===== src/rtl/fp_mul_round_if.sv =====
// rtl/fp_mul_round_if.sv - product-in / rounded-result-out handshake bundle for fp_mul_round
interface fp_mul_round_if;
  logic        in_valid;
  logic        in_ready;
  logic        sgn_Z;
  logic [9:0]  exp_sum;
  logic [47:0] frc_Z_full;
  logic        is_nan;
  logic        is_inf;
  logic        is_zero;
  logic [2:0]  r_mode;
  logic        out_valid;
  logic        out_ready;
  logic [31:0] fp_Z;
  logic        ovrf;
  logic        udrf;

  modport master (
    output in_valid, sgn_Z, exp_sum, frc_Z_full, is_nan, is_inf, is_zero, r_mode, out_ready,
    input  in_ready, out_valid, fp_Z, ovrf, udrf
  );

  modport slave (
    input  in_valid, sgn_Z, exp_sum, frc_Z_full, is_nan, is_inf, is_zero, r_mode, out_ready,
    output in_ready, out_valid, fp_Z, ovrf, udrf
  );
endinterface


===== src/rtl/fp_mul_round.sv =====
// rtl/fp_mul_round.sv - binary32 multiplier back end: S1 normalize, S2 round/pack, FTZ underflow
// FP_MUL_RND_RMM_EN enables round-to-nearest-ties-away for r_mode=100 (otherwise it rounds as RNE).
module fp_mul_round (
  input  logic          clk,
  input  logic          rst,
  fp_mul_round_if.slave bus
);
  localparam logic [2:0] RM_RTZ = 3'b001;
  localparam logic [2:0] RM_RDN = 3'b010;
  localparam logic [2:0] RM_RUP = 3'b011;
`ifdef FP_MUL_RND_RMM_EN
  localparam logic [2:0] RM_RMM = 3'b100;
`endif

  logic               v1, v2, ld1, ld2;
  logic               s1_sgn, s1_guard, s1_sticky, s1_nan, s1_inf, s1_zero;
  logic signed [11:0] s1_exp;
  logic [22:0]        s1_mant;
  logic [2:0]         s1_rm;
  logic [31:0]        fp_q;
  logic               ovrf_q, udrf_q;

  logic [22:0]        n_mant;
  logic               n_guard, n_sticky;
  logic signed [11:0] n_exp;

  logic               inc, to_inf, r_ovf, r_udf;
  logic [23:0]        r_sum;
  logic signed [11:0] r_exp;
  logic [31:0]        z_fp;
  logic               z_ovf, z_udf;

  assign ld2          = v1 && (!v2 || bus.out_ready);
  assign bus.in_ready = !v1 || !v2 || bus.out_ready;
  assign ld1          = bus.in_valid && bus.in_ready;
  assign bus.out_valid = v2;
  assign bus.fp_Z     = fp_q;
  assign bus.ovrf     = ovrf_q;
  assign bus.udrf     = udrf_q;

  // Product lies in [1,4); a set bit 47 means one extra binade.
  always_comb begin
    n_mant   = bus.frc_Z_full[45:23];
    n_guard  = bus.frc_Z_full[22];
    n_sticky = |bus.frc_Z_full[21:0];
    n_exp    = {{2{bus.exp_sum[9]}}, bus.exp_sum};
    if (bus.frc_Z_full[47]) begin
      n_mant   = bus.frc_Z_full[46:24];
      n_guard  = bus.frc_Z_full[23];
      n_sticky = |bus.frc_Z_full[22:0];
      n_exp    = {{2{bus.exp_sum[9]}}, bus.exp_sum} + 12'sd1;
    end
  end

  always_comb begin
    case (s1_rm)
      RM_RTZ:  inc = 1'b0;
      RM_RDN:  inc = s1_sgn && (s1_guard || s1_sticky);
      RM_RUP:  inc = !s1_sgn && (s1_guard || s1_sticky);
`ifdef FP_MUL_RND_RMM_EN
      RM_RMM:  inc = s1_guard;
`endif
      default: inc = s1_guard && (s1_sticky || s1_mant[0]);
    endcase

    case (s1_rm)
      RM_RTZ:  to_inf = 1'b0;
      RM_RDN:  to_inf = s1_sgn;
      RM_RUP:  to_inf = !s1_sgn;
      default: to_inf = 1'b1;
    endcase

    // A carry out of the mantissa leaves zeros in [22:0] and bumps the exponent.
    r_sum = {1'b0, s1_mant} + {23'd0, inc};
    r_exp = s1_exp + {11'd0, r_sum[23]};
    r_ovf = (r_exp >= 12'sd255);
    r_udf = (r_exp <= 12'sd0);

    z_fp  = {s1_sgn, r_exp[7:0], r_sum[22:0]};
    z_ovf = 1'b0;
    z_udf = 1'b0;
    if (s1_nan) begin
      z_fp = 32'h7FC0_0000;
    end else if (s1_inf) begin
      z_fp = {s1_sgn, 8'hFF, 23'd0};
    end else if (s1_zero) begin
      z_fp = {s1_sgn, 31'd0};
    end else if (r_ovf) begin
      z_ovf = 1'b1;
      z_fp  = to_inf ? {s1_sgn, 8'hFF, 23'd0} : {s1_sgn, 8'hFE, 23'h7F_FFFF};
    end else if (r_udf) begin
      z_udf = 1'b1;
      z_fp  = {s1_sgn, 31'd0};
    end
  end

  always_ff @(posedge clk) begin
    if (rst) begin
      v1        <= 1'b0;
      v2        <= 1'b0;
      s1_sgn    <= 1'b0;
      s1_exp    <= '0;
      s1_mant   <= '0;
      s1_guard  <= 1'b0;
      s1_sticky <= 1'b0;
      s1_rm     <= '0;
      s1_nan    <= 1'b0;
      s1_inf    <= 1'b0;
      s1_zero   <= 1'b0;
      fp_q      <= '0;
      ovrf_q    <= 1'b0;
      udrf_q    <= 1'b0;
    end else begin
      if (ld1) begin
        v1        <= 1'b1;
        s1_sgn    <= bus.sgn_Z;
        s1_exp    <= n_exp;
        s1_mant   <= n_mant;
        s1_guard  <= n_guard;
        s1_sticky <= n_sticky;
        s1_rm     <= bus.r_mode;
        s1_nan    <= bus.is_nan;
        s1_inf    <= bus.is_inf;
        s1_zero   <= bus.is_zero;
      end else if (ld2) begin
        v1 <= 1'b0;
      end

      if (ld2) begin
        v2     <= 1'b1;
        fp_q   <= z_fp;
        ovrf_q <= z_ovf;
        udrf_q <= z_udf;
      end else if (bus.out_ready) begin
        v2 <= 1'b0;
      end
    end
  end
endmodule


===== src/flat_wrapper.sv =====
// flat-port wrapper written by rule: the top's interface ports become plain ports
module fp_mul_round_flat 
  (clk, rst, bus_in_valid, bus_sgn_Z, bus_exp_sum, bus_frc_Z_full, bus_is_nan, bus_is_inf, bus_is_zero, bus_r_mode, bus_out_ready, bus_in_ready, bus_out_valid, bus_fp_Z, bus_ovrf, bus_udrf);
  fp_mul_round_if bus_i ();
  input  logic clk;
  input  logic rst;
  input wire logic [$bits(bus_i.in_valid)-1:0] bus_in_valid;
  input wire logic [$bits(bus_i.sgn_Z)-1:0] bus_sgn_Z;
  input wire logic [$bits(bus_i.exp_sum)-1:0] bus_exp_sum;
  input wire logic [$bits(bus_i.frc_Z_full)-1:0] bus_frc_Z_full;
  input wire logic [$bits(bus_i.is_nan)-1:0] bus_is_nan;
  input wire logic [$bits(bus_i.is_inf)-1:0] bus_is_inf;
  input wire logic [$bits(bus_i.is_zero)-1:0] bus_is_zero;
  input wire logic [$bits(bus_i.r_mode)-1:0] bus_r_mode;
  input wire logic [$bits(bus_i.out_ready)-1:0] bus_out_ready;
  output wire logic [$bits(bus_i.in_ready)-1:0] bus_in_ready;
  output wire logic [$bits(bus_i.out_valid)-1:0] bus_out_valid;
  output wire logic [$bits(bus_i.fp_Z)-1:0] bus_fp_Z;
  output wire logic [$bits(bus_i.ovrf)-1:0] bus_ovrf;
  output wire logic [$bits(bus_i.udrf)-1:0] bus_udrf;
  assign bus_i.in_valid = bus_in_valid;
  assign bus_i.sgn_Z = bus_sgn_Z;
  assign bus_i.exp_sum = bus_exp_sum;
  assign bus_i.frc_Z_full = bus_frc_Z_full;
  assign bus_i.is_nan = bus_is_nan;
  assign bus_i.is_inf = bus_is_inf;
  assign bus_i.is_zero = bus_is_zero;
  assign bus_i.r_mode = bus_r_mode;
  assign bus_i.out_ready = bus_out_ready;
  assign bus_in_ready = bus_i.in_ready;
  assign bus_out_valid = bus_i.out_valid;
  assign bus_fp_Z = bus_i.fp_Z;
  assign bus_ovrf = bus_i.ovrf;
  assign bus_udrf = bus_i.udrf;
  fp_mul_round u_core (.clk(clk), .rst(rst), .bus(bus_i));
endmodule

===== config.mk =====
export PLATFORM = sky130hd
export DESIGN_NAME = fp_mul_round_flat
export DESIGN_NICKNAME = d
export VERILOG_FILES = /design/src/rtl/fp_mul_round_if.sv /design/src/rtl/fp_mul_round.sv /design/src/flat_wrapper.sv
export SDC_FILE = /design/constraint.sdc
export NUM_CORES = 1
export LEC_CHECK = 0
export CORE_MARGIN = 5
export CORE_UTILIZATION = 42
export DETAILED_ROUTE_END_ITERATION = 8
export PLACE_DENSITY = 0.79
export SLEW_MARGIN = 10
export SYNTH_ARGS = -nofsm -noshare
export SYNTH_HDL_FRONTEND = slang
export SYNTH_SLANG_ARGS = --single-unit

===== constraint.sdc =====
create_clock -name clk -period 4.9 [get_ports clk]
set_input_delay 0.98 -clock clk [delete_from_list [all_inputs] [get_ports clk]]
set_output_delay 0.98 -clock clk [all_outputs]
set_load 0.02 [all_outputs]

==> results.json <==
{
  "post_cts_resize_count": 0,
  "finalSetupViolCount": 0,
  "final_max_slew_viol_count": 0,
  "synth_cell_types": 53,
  "synth-main-ff-cell": "dfxtp_1",
  "period_share_pct": 92.78,
  "drive_gt1_share_pct": 10.18,
  "clockBufferDepth": 2,
  "syn_area_um2": 4315,
  "grt_pass1_wl_mm": 19.02,
  "hp-class": "register to register",
  "syn_inst": 505,
  "grt_pass1_vias": 3870,
  "end_kind": "register",
  "grt_usage_pct": 18.42,
  "synth_edf_count": 0,
  "placementRows": 37,
  "die_h_um": 111.4,
  "gp_congestion": 0.9159,
  "drc": 0,
  "setup_tns_ns": 0,
  "maxCapViolations": 0,
  "fmax_ghz": 0.2200,
  "drtIter0Drc": 213,
  "worst_slew_pin_slew_ns": 0.8696,
  "die_area_um2": 12400,
  "p_per_area_nw_per_um2": 275.9,
  "cts_made_buffers": 9,
  "finalWirelength_mm": 11.36,
  "grt_max_degree": 74,
  "hold_buffers": 0,
  "finalHoldViolations": 0,
  "synth_nets": 579,
  "die_w_um": 111.4,
  "dpl.hpwl_mm": 8.918,
  "ys_seq_elements": 79,
  "cts-root-buf": "clkbuf_8",
  "rsz0062_at_grt": "false",
  "cts_sinks": 79,
  "io_pins": 105,
  "start_util_pct": 42.37,
  "cts_tree": "done",
  "whs_ns": 0.4578,
  "finalNetCount": 668,
  "wl_per_cell_um": 15.46,
  "arrival_ns": 4.75,
  "vias_per_cell": 5.377,
  "ir_drop_uv": 147.1,
  "clk_latency_ns": 0.36,
  "cp.required_ns": 5.10,
  "h-tree-depth": 3,
  "path_max_fanout": 20,
  "vias": 3952,
  "p_leak_nw": 1.988,
  "finalClockSkew_ns": 0.009013,
  "cts_setup_buffers": 0,
  "async_flop_share_pct": 0,
  "path_class": "register to register",
  "syn_avg_cell_area_um2": 8.545,
  "relSlewSlack_pct": 42.03,
  "outcome": "completed",
  "overflow": 0,
  "cts.reportedPaths.clkPinSlew_ns": 0.08,
  "ant_nets": 0,
  "yosysWarnings": 0,
  "core_um2": 10180,
  "dr.pass1.iters": 4,
  "synth-seq-area-share_pct": 36.65,
  "cp-start-kind": "register",
  "fillers": 944,
  "grt_antenna_before_repair": 0,
  "period_minus_slack_ns": 4.546,
  "antennaDiodeCount": 0,
  "syn_to_final_growth_pct": 30.99,
  "io_buffers": 104
}
==> registers in the layout, indices dropped and copies added, names as in the netlist, 3 cells and up <==
register	count
u_core.s1_exp	11
u_core.s1_mant	23
u_core.bus.fp_Z	32
u_core.s1_rm	3
==> worst max-delay path: stages (launching register included) <==
cell	delay, ns
dfxtp_1	0.36
o21ai_0	0.13
nor2_1	0.14
a31oi_1	0.06
o221ai_1	0.17
o21a_1	0.15
ha_1	0.18
nand4_1	0.15
nor2_1	0.27
nand4_1	0.32
nor4_2	0.28
ha_1	0.28
ha_1	0.29
and4_4	0.30
a2111oi_4	0.10
or2_2	0.35
a31oi_4	0.20
nor2_4	0.06
a22oi_2	0.15
buf_4	0.32
a221oi_2	0.11
==> cell usage after synthesis (all sizes together), types with 2 or more instances <==
cell type	instances	area, um2
dfxtp	79	1582
nor2	70	270.3
nand2	61	229.0
a211oi	40	315.3
a21oi	32	160.2
xnor2	28	245.2
mux2i	26	260.3
clkbuf	21	78.83
nand3	15	87.59
buf	13	80.07
o31ai	11	122.6
and3	10	62.56
nand4	10	62.56
a221oi	9	135.1
o21ai	9	45.04
xor2	9	78.83
nor3	7	40.04
nor4	6	37.54
and4	5	46.29
ha	5	62.56
inv	4	15.01
a31oi	3	33.78
nand2b	3	18.77
nor2b	3	18.77
o22ai	3	18.77
or2	3	18.77
a311oi	2	17.52
and2	2	12.51
o21a	2	15.01
o221a	2	22.52
o221ai	2	17.52
or3	2	12.51
or4	2	18.77
==> cell type report <==
| type | instances | area (um2) | share of cell area (%) |
|---|---|---|---|
| Clock inverter | 6 | 85.08 | 1.505 |
| Tap cell | 136 | 170.2 | 3.010 |
| Multi-Input combinational cell | 388 | 2577 | 45.60 |
| Sequential cell | 79 | 1582 | 27.98 |
| Clock buffer | 10 | 127.6 | 2.258 |
| Inverter | 4 | 15.01 | 0.2656 |
| Timing Repair Buffer | 112 | 1096 | 19.39 |
==> metal layers <==
metal / global-route usage [%] / routed length [um] / vias to the layer above
met1: 24.61 / 5301 / 1831
met5: 0 / 0 / -
met2: 29.92 / 5344 / 89
li1: - / - / 2019
met4: 6.488 / 166 / 0
met3: 3.370 / 549 / 13
==> stage by stage <==
stage / power (W) / instance area [um2] / util [%] / std cells / setup slack, ns
floorplan: 0.0009203 / 4315 / - / 505 / 1.013
global placement: 0.001049 / 5424 / 53.26 / 719 / 0.4393
detailed placement: 0.001056 / 5424 / 53.26 / 719 / 0.2327
CTS: 0.001569 / 5637 / 55.34 / 735 / 0.2596
global route: 0.001634 / 5653 / 55.50 / 735 / 0.04341
finish: 0.001560 / 5653 / 55.50 / 735 / 0.3539
==> path summary, 6_finish.rpt <==
path / start / to / slack, ns / cells after the start
setup / recovery: u_core.s1_sticky / u_core.bus.fp_Z[18] / 0.35 / 20
hold / removal: u_core.bus.fp_Z[21] / u_core.bus.fp_Z[21] / 0.46 / 2
setup reg to reg: u_core.s1_sticky / u_core.bus.fp_Z[18] / 0.35 / 20
hold reg to reg: u_core.bus.fp_Z[21] / u_core.bus.fp_Z[21] / 0.46 / 2
==> cells by family (layout without fill, tap and decap cells) <==
kind of cell             after synthesis  in the layout  share of synthesized area (%)
XOR/XNOR                              37             37                          7.510
AO/OA/AOI/OAI                        119            119                          22.27
multiplexers                          26             26                          6.031
adder cells (fa/ha/maj)                5              5                          1.450
flip-flops                            79             79                          36.65
buffers and inverters                 38            132                          4.030
AND/OR/NAND/NOR                      201            201                          22.06
==> power breakdown <==
| group | total (W) | leakage, nW | switching [W] | internal (W) |
|---|---|---|---|---|
| clock | 0.000519 | 0.102 | 0.000234 | 0.000285 |
| combinational | 0.000310 | 1.24 | 0.000157 | 0.000153 |
| sequential | 0.000730 | 0.650 | 0.0000486 | 0.000682 |
==> cells in the final DEF (no fill, tap or decap), types with 8 or more instances in the layout <==
cell,netlist,routed
nor2_1,69,69
buf_4,3,8
nand4_1,10,10
o21ai_0,8,8
dfxtp_1,79,79
xor2_1,9,9
nand3_1,14,14
and3_1,10,10
a211oi_1,37,36
clkdlybuf4s50_1,0,103
xnor2_1,28,28
a21oi_1,32,32
mux2i_1,26,26
nand2_1,61,61
a221oi_2,9,9
clkbuf_8,0,9
o31ai_2,8,8
Note: power is estimated with default switching activity, not from simulation.
